`src/rtl/seven_seg_scan_if.sv`:
```
// BCD time digits in, multiplexed 7-segment drive out.
interface seven_seg_scan_if;
    logic [3:0] hr_left;
    logic [3:0] hr_right;
    logic [3:0] min_left;
    logic [3:0] min_right;
    logic [6:0] seg_o;
    logic [3:0] an_o;
    logic       dp_o;

    modport master (
        output hr_left, hr_right, min_left, min_right,
        input  seg_o, an_o, dp_o
    );

    modport slave (
        input  hr_left, hr_right, min_left, min_right,
        output seg_o, an_o, dp_o
    );
endinterface

```
`src/rtl/seven_seg_scan.sv`:
```
// 4-digit common-anode scanner for HH.MM with per-frame snapshot and blinking separator.
// Optional: LEADING_ZERO_BLANK_EN blanks a zero hours-tens digit.
module seven_seg_scan #(
    parameter int unsigned CLK_HZ     = 100_000_000,
    parameter int unsigned REFRESH_HZ = 1000,
    parameter int unsigned BLINK_HZ   = 1
) (
    input  logic clk_i,
    input  logic rst_i,
    seven_seg_scan_if.slave bus
);
    localparam int unsigned SCAN_DIV   = CLK_HZ / REFRESH_HZ;
    localparam int unsigned HALF_BLINK = CLK_HZ / (2 * BLINK_HZ);
    localparam int unsigned PW = (SCAN_DIV > 1) ? $clog2(SCAN_DIV) : 1;
    localparam int unsigned BW = (HALF_BLINK > 1) ? $clog2(HALF_BLINK) : 1;

    logic [PW-1:0]     presc_q, presc_d;
    logic [BW-1:0]     blink_q, blink_d;
    logic              phase_q, phase_d;
    logic [1:0]        idx_q, idx_d;
    logic [3:0][3:0]   shadow_q, shadow_d;
    logic [3:0]        an_q, an_d;
    logic [6:0]        seg_q, seg_d;
    logic              dp_q, dp_d;
    logic              slot_tick;
    logic              blink_tc;
    logic [3:0]        digit;

    function automatic logic [6:0] decode(input logic [3:0] d);
        case (d)
            4'd0:    decode = 7'h40;
            4'd1:    decode = 7'h79;
            4'd2:    decode = 7'h24;
            4'd3:    decode = 7'h30;
            4'd4:    decode = 7'h19;
            4'd5:    decode = 7'h12;
            4'd6:    decode = 7'h02;
            4'd7:    decode = 7'h78;
            4'd8:    decode = 7'h00;
            4'd9:    decode = 7'h10;
            default: decode = 7'h3F;
        endcase
    endfunction

    // Next-state: prescaler, blink timer, scan slot, snapshot and output decode.
    always_comb begin
        slot_tick = (presc_q == PW'(SCAN_DIV - 1));
        presc_d   = slot_tick ? '0 : presc_q + PW'(1);
        blink_tc  = (blink_q == BW'(HALF_BLINK - 1));
        blink_d   = blink_tc ? '0 : blink_q + BW'(1);
        phase_d   = phase_q ^ blink_tc;
        idx_d     = idx_q;
        shadow_d  = shadow_q;
        an_d      = an_q;
        seg_d     = seg_q;
        digit     = 4'd0;
        if (slot_tick) begin
            idx_d = idx_q + 2'd1;
            // Frame boundary: the new frame's first slot already shows the fresh snapshot.
            if (idx_q == 2'd3)
                shadow_d = {bus.hr_left, bus.hr_right, bus.min_left, bus.min_right};
            digit = shadow_d[idx_d];
            an_d  = ~(4'b0001 << idx_d);
            seg_d = decode(digit);
`ifdef LEADING_ZERO_BLANK_EN
            if (idx_d == 2'd3 && digit == 4'd0) begin
                an_d  = 4'b1111;
                seg_d = 7'h7F;
            end
`else
`endif
        end
        dp_d = ~((idx_d == 2'd2) && phase_d);
    end

    always_ff @(posedge clk_i or posedge rst_i) begin
        if (rst_i) begin
            presc_q  <= '0;
            blink_q  <= '0;
            phase_q  <= 1'b0;
            idx_q    <= 2'd0;
            shadow_q <= '0;
            an_q     <= 4'b1111;
            seg_q    <= 7'h7F;
            dp_q     <= 1'b1;
        end else begin
            presc_q  <= presc_d;
            blink_q  <= blink_d;
            phase_q  <= phase_d;
            idx_q    <= idx_d;
            shadow_q <= shadow_d;
            an_q     <= an_d;
            seg_q    <= seg_d;
            dp_q     <= dp_d;
        end
    end

    assign bus.seg_o = seg_q;
    assign bus.an_o  = an_q;
    assign bus.dp_o  = dp_q;
endmodule

```
`src/flat_wrapper.sv`:
```
// flat-port wrapper written by rule: the top's interface ports become plain ports
module seven_seg_scan_flat 
#(
    parameter int unsigned CLK_HZ     = 100_000_000,
    parameter int unsigned REFRESH_HZ = 1000,
    parameter int unsigned BLINK_HZ   = 1
)
  (clk_i, rst_i, bus_hr_left, bus_hr_right, bus_min_left, bus_min_right, bus_seg_o, bus_an_o, bus_dp_o);
  seven_seg_scan_if bus_i ();
  input  logic clk_i;
  input  logic rst_i;
  input wire logic [$bits(bus_i.hr_left)-1:0] bus_hr_left;
  input wire logic [$bits(bus_i.hr_right)-1:0] bus_hr_right;
  input wire logic [$bits(bus_i.min_left)-1:0] bus_min_left;
  input wire logic [$bits(bus_i.min_right)-1:0] bus_min_right;
  output wire logic [$bits(bus_i.seg_o)-1:0] bus_seg_o;
  output wire logic [$bits(bus_i.an_o)-1:0] bus_an_o;
  output wire logic [$bits(bus_i.dp_o)-1:0] bus_dp_o;
  assign bus_i.hr_left = bus_hr_left;
  assign bus_i.hr_right = bus_hr_right;
  assign bus_i.min_left = bus_min_left;
  assign bus_i.min_right = bus_min_right;
  assign bus_seg_o = bus_i.seg_o;
  assign bus_an_o = bus_i.an_o;
  assign bus_dp_o = bus_i.dp_o;
  seven_seg_scan #(.CLK_HZ(CLK_HZ), .REFRESH_HZ(REFRESH_HZ), .BLINK_HZ(BLINK_HZ)) u_core (.clk_i(clk_i), .rst_i(rst_i), .bus(bus_i));
endmodule
```
`config.mk`:
```
export PLATFORM = sky130hd
export DESIGN_NAME = seven_seg_scan_flat
export DESIGN_NICKNAME = d
export VERILOG_FILES = /design/src/rtl/seven_seg_scan_if.sv /design/src/rtl/seven_seg_scan.sv /design/src/flat_wrapper.sv
export SDC_FILE = /design/constraint.sdc
export NUM_CORES = 1
export LEC_CHECK = 0
export CORE_ASPECT_RATIO = 1.4
export CORE_MARGIN = 2
export CORE_UTILIZATION = 52
export CTS_CLUSTER_DIAMETER = 60
export DETAILED_ROUTE_END_ITERATION = 7
export GPL_ROUTABILITY_DRIVEN = 1
export PLACE_DENSITY = 0.75
export SYNTH_ARGS = -nofsm -noshare
export SYNTH_HDL_FRONTEND = slang
export SYNTH_SLANG_ARGS = --single-unit
```
`constraint.sdc`:
```
create_clock -name clk_i -period 2.9 [get_ports clk_i]
set_input_delay 0.435 -clock clk_i [delete_from_list [all_inputs] [get_ports clk_i]]
set_output_delay 0.435 -clock clk_i [all_outputs]
set_load 0.02 [all_outputs]
```
==> impl_metrics.csv <==
group,metric,value,unit
status,status,"finished clean",
global_route,grt_usage,19.1,%
placed_design,place_ws,332,ps
global_route,grt_pass1_vias,2440,
detailed_routing,wl,6780,um
power_and_ir_drop,power,1.98,mW
detailed_routing,num_vias,2470,
job,max_cap_violations,0,
critical_path,rr_worst_depth,8,
timing,worst_pin_slew,700,ps
detailed_routing,drtIter0Drc,98,
placed_design,dp_hpwl,4790,um
power_and_ir_drop,p_leak,1.91,nW
cells_and_area,area_growth,16.5,%
worst_hold_path,hp-class,"flop to flop",
timing,post-route-period-util,89.0,%
yosys,synth-edff-count,0,
timing,setup_tns,0,ps
placed_design,gp_congestion,0.777,
floorplanning,die_y,104,um
timing,fmax,0.388,GHz
clock_tree,cts_setup_buffers,0,
clock_tree,clock_path_buffers,2,
yosys,synthArstFlopShare,100,%
clock_tree,insertion_delay,360,ps
placed_design,postPlaceCellArea,4070,um^2
critical_path,worst_r2r_endpoint,"u_core.bus.seg_o[1]$_DFFE_PP1N_",
yosys,synth-main-ff-cell,"dfrtp_1",
yosys,ys_seq_area_share,50.6,%
critical_path,cp-end-kind,"flop",
detailed_routing,antenna_left,0,
yosys,syn-instance-count,329,
critical_path,startpoint,"u_core.idx_q[1]$_DFF_PP0_",
critical_path,worstPathArrival,2880,ps
yosys,syn_area,3690,um^2
yosys,ys_ff_latch,74,
timing,skew,11.5,ps
detailed_routing,wire_per_inst,14.7,um
placed_design,dp.cells,446,
global_route,grt_max_degree,46,
cells_and_area,finalNetCount,393,
clock_tree,ctsHoldBuffers,0,
detailed_routing,dr.pass1.iters,4,
cells_and_area,final_cells,462,
critical_path,worst_ep_required_time,3200,ps
detailed_routing,drc,0,
cells_and_area,antenna-diode-count,0,
critical_path,r2r_setup_slack,320,ps
yosys,ys_types,42,
timing,setup_viol,0,
timing,fin_crit,2580,ps
critical_path,start_kind,"flop",
global_route,antenna_found_initial,0,
floorplanning,rows,36,
cells_and_area,fillers,597,
detailed_routing,viasPerCell,5.35,
clock_tree,cts_root_buffer,"clkbuf_8",
yosys,syn-num-nets,360,
timing,whs,478,ps
floorplanning,io_pins,30,
timing,slew_headroom,53.3,%
global_route,grt_pass1_wl,11300,um
floorplanning,die_area,7800,um^2
critical_path,worstSetupPathType,"flop to flop",
clock_tree,clock_sinks,74,
global_route,overflow,0,
cells_and_area,drive_gt1_share,13.6,%
cells_and_area,post-route-util,62.0,%
critical_path,critical_path.endpoint,"u_core.bus.seg_o[1]$_DFFE_PP1N_",
floorplanning,start_util,53.2,%
yosys,yosysWarnings,0,
clock_tree,cts_max_level,3,
yosys,avgSynthCellArea,11.2,um^2
critical_path,slowest_stage,"mux4_2",
critical_path,worstPathMaxFanout,6,
timing,fin_ws,320,ps
clock_tree,ctsResizeCount,0,
critical_path,crit_path_max_incr_delay,500,ps
cells_and_area,design_area,4300,um^2
critical_path,r2r-start,"u_core.idx_q[1]$_DFF_PP0_",
clock_tree,cts_tree,"built",
placed_design,port_buffers,29,
floorplanning,core,6940,um^2
critical_path,cp_cell_sequence,"inv_1 -> ha_1 -> mux4_2 -> mux2_2 -> inv_1 -> ha_1 -> or2b_1 -> a31o_1",
floorplanning,die_x,75.2,um
power_and_ir_drop,power.density,461,nW/um^2
clock_tree,cts_buffers,9,
timing,slew_viol_final,0,
clock_tree,path_clk_slew,80,ps
timing,rsz0062_at_grt,"false",
power_and_ir_drop,vdd_ir_drop_max,0.000316,V
timing,hold_viol_final,0,
cell usage in the layout (no fill, tap or decap), drive strengths merged, types with 2 or more instances in the layout:
cell type / count
ha: 13
dfrtp: 62
bufinv: 2
nor3: 7
mux2i: 14
nand2: 23
nand3: 15
mux2: 13
mux4: 5
buf: 8
and2: 3
clkbuf: 10
dfstp: 12
a21oi: 12
o21ai: 4
xor2: 25
nand4b: 2
o2111ai: 3
o211a: 3
nor2: 38
and4: 5
clkdlybuf4s50: 29
xnor2: 14
and3: 12
clkinv: 3
inv: 9
nand4: 5
or3: 3
nor2b: 3
kinds of logic (layout without fill, tap and decap cells):
logic type / after synthesis / count (layout) / share of synthesized area [%]
fa+ha+maj: 13 / 13 / 4.41
flops: 74 / 74 / 50.6
compound gates: 25 / 25 / 4.44
buf+inv: 24 / 62 / 3.59
mux: 32 / 32 / 10.9
simple gates: 122 / 122 / 16.8
xor+xnor: 39 / 39 / 9.25
final cells by class:
type	instances	area [um^2]	area share [%]
clock inverters	6	90.1	2.09
multi-input cells	231	1690	39.3
well taps	95	119	2.76
inverters	9	33.8	0.785
flip-flops and latches	74	1870	43.4
repair buffers	37	363	8.44
clock buffers	10	138	3.20
where the power goes:
part	switching [mW]	internal, mW
logic	0.0260	0.0252
registers	0	1.03
clock network	0.389	0.509
total	0.415	1.57
layer usage:
layer | global-route usage, % | vias up | part of all wire [%]
li1 | - | 1201 | -
met1 | 24.4 | 1232 | 44
met2 | 30.4 | 23 | 52
met3 | 4.09 | 14 | 1.5
met4 | 8.77 | 0 | 2.6
met5 | 0 | - | 0
Yosys cell counts, types with 2 or more instances:
cell type / instances / share of area (%)
mux2_1: 8 / 2.4
xor2_1: 25 / 5.9
o2111ai_1: 3 / 0.71
nor2b_1: 3 / 0.51
mux4_2: 5 / 3.1
nand2_1: 23 / 2.3
dfrtp_1: 62 / 42
and3_1: 12 / 2.0
o21ai_0: 3 / 0.41
o211a_1: 3 / 0.81
a21oi_1: 12 / 1.6
mux2i_1: 14 / 3.8
inv_1: 9 / 0.92
dfstp_2: 12 / 8.5
buf_1: 2 / 0.20
and4_1: 5 / 1.2
nand4b_1: 2 / 0.47
buf_4: 2 / 0.41
or3_1: 3 / 0.51
nor2_1: 38 / 3.9
and2_1: 3 / 0.51
nand4_1: 5 / 0.85
mux2_2: 4 / 1.2
nor3_1: 6 / 0.81
xnor2_1: 14 / 3.3
buf_2: 9 / 1.2
nand3_1: 15 / 2.0
ha_1: 13 / 4.4
worst min-delay path by stage:
stage	from	endpoint	slack (ps)	cells after the start
6_report	u_core.bus.seg_o[6]$_DFFE_PP1N_	u_core.bus.seg_o[6]$_DFFE_PP1N_	480	2
5_1_grt	u_core.phase_q$_DFF_PP0_	u_core.phase_q$_DFF_PP0_	490	1
3_5_place_dp	u_core.phase_q$_DFF_PP0_	u_core.phase_q$_DFF_PP0_	470	1
3_3_place_gp	u_core.phase_q$_DFF_PP0_	u_core.phase_q$_DFF_PP0_	450	1
4_1_cts	u_core.bus.seg_o[6]$_DFFE_PP1N_	u_core.bus.seg_o[6]$_DFFE_PP1N_	480	2
2_1_floorplan	u_core.phase_q$_DFF_PP0_	u_core.phase_q$_DFF_PP0_	440	1
worst max-delay path, delay by kind of cell, from the launching register on:
family | cells | cell delay [ps]
flip-flops | 1 | 420
adder cells (fa/ha/maj) | 2 | 610
AND/OR/NAND/NOR | 1 | 220
buffers and inverters | 2 | 230
multiplexers | 2 | 840
AO/OA/AOI/OAI | 1 | 210
sequential cells by signal, indices dropped and copies added (netlist names):
signal            count
u_core.blink_q       26
u_core.presc_q       17
u_core.shadow_q      16
u_core.bus.seg_o      7
u_core.bus.an_o       4
u_core.idx_q          2
u_core.bus.dp_o       1
u_core.phase_q        1
(Power assumes the default switching activity.)
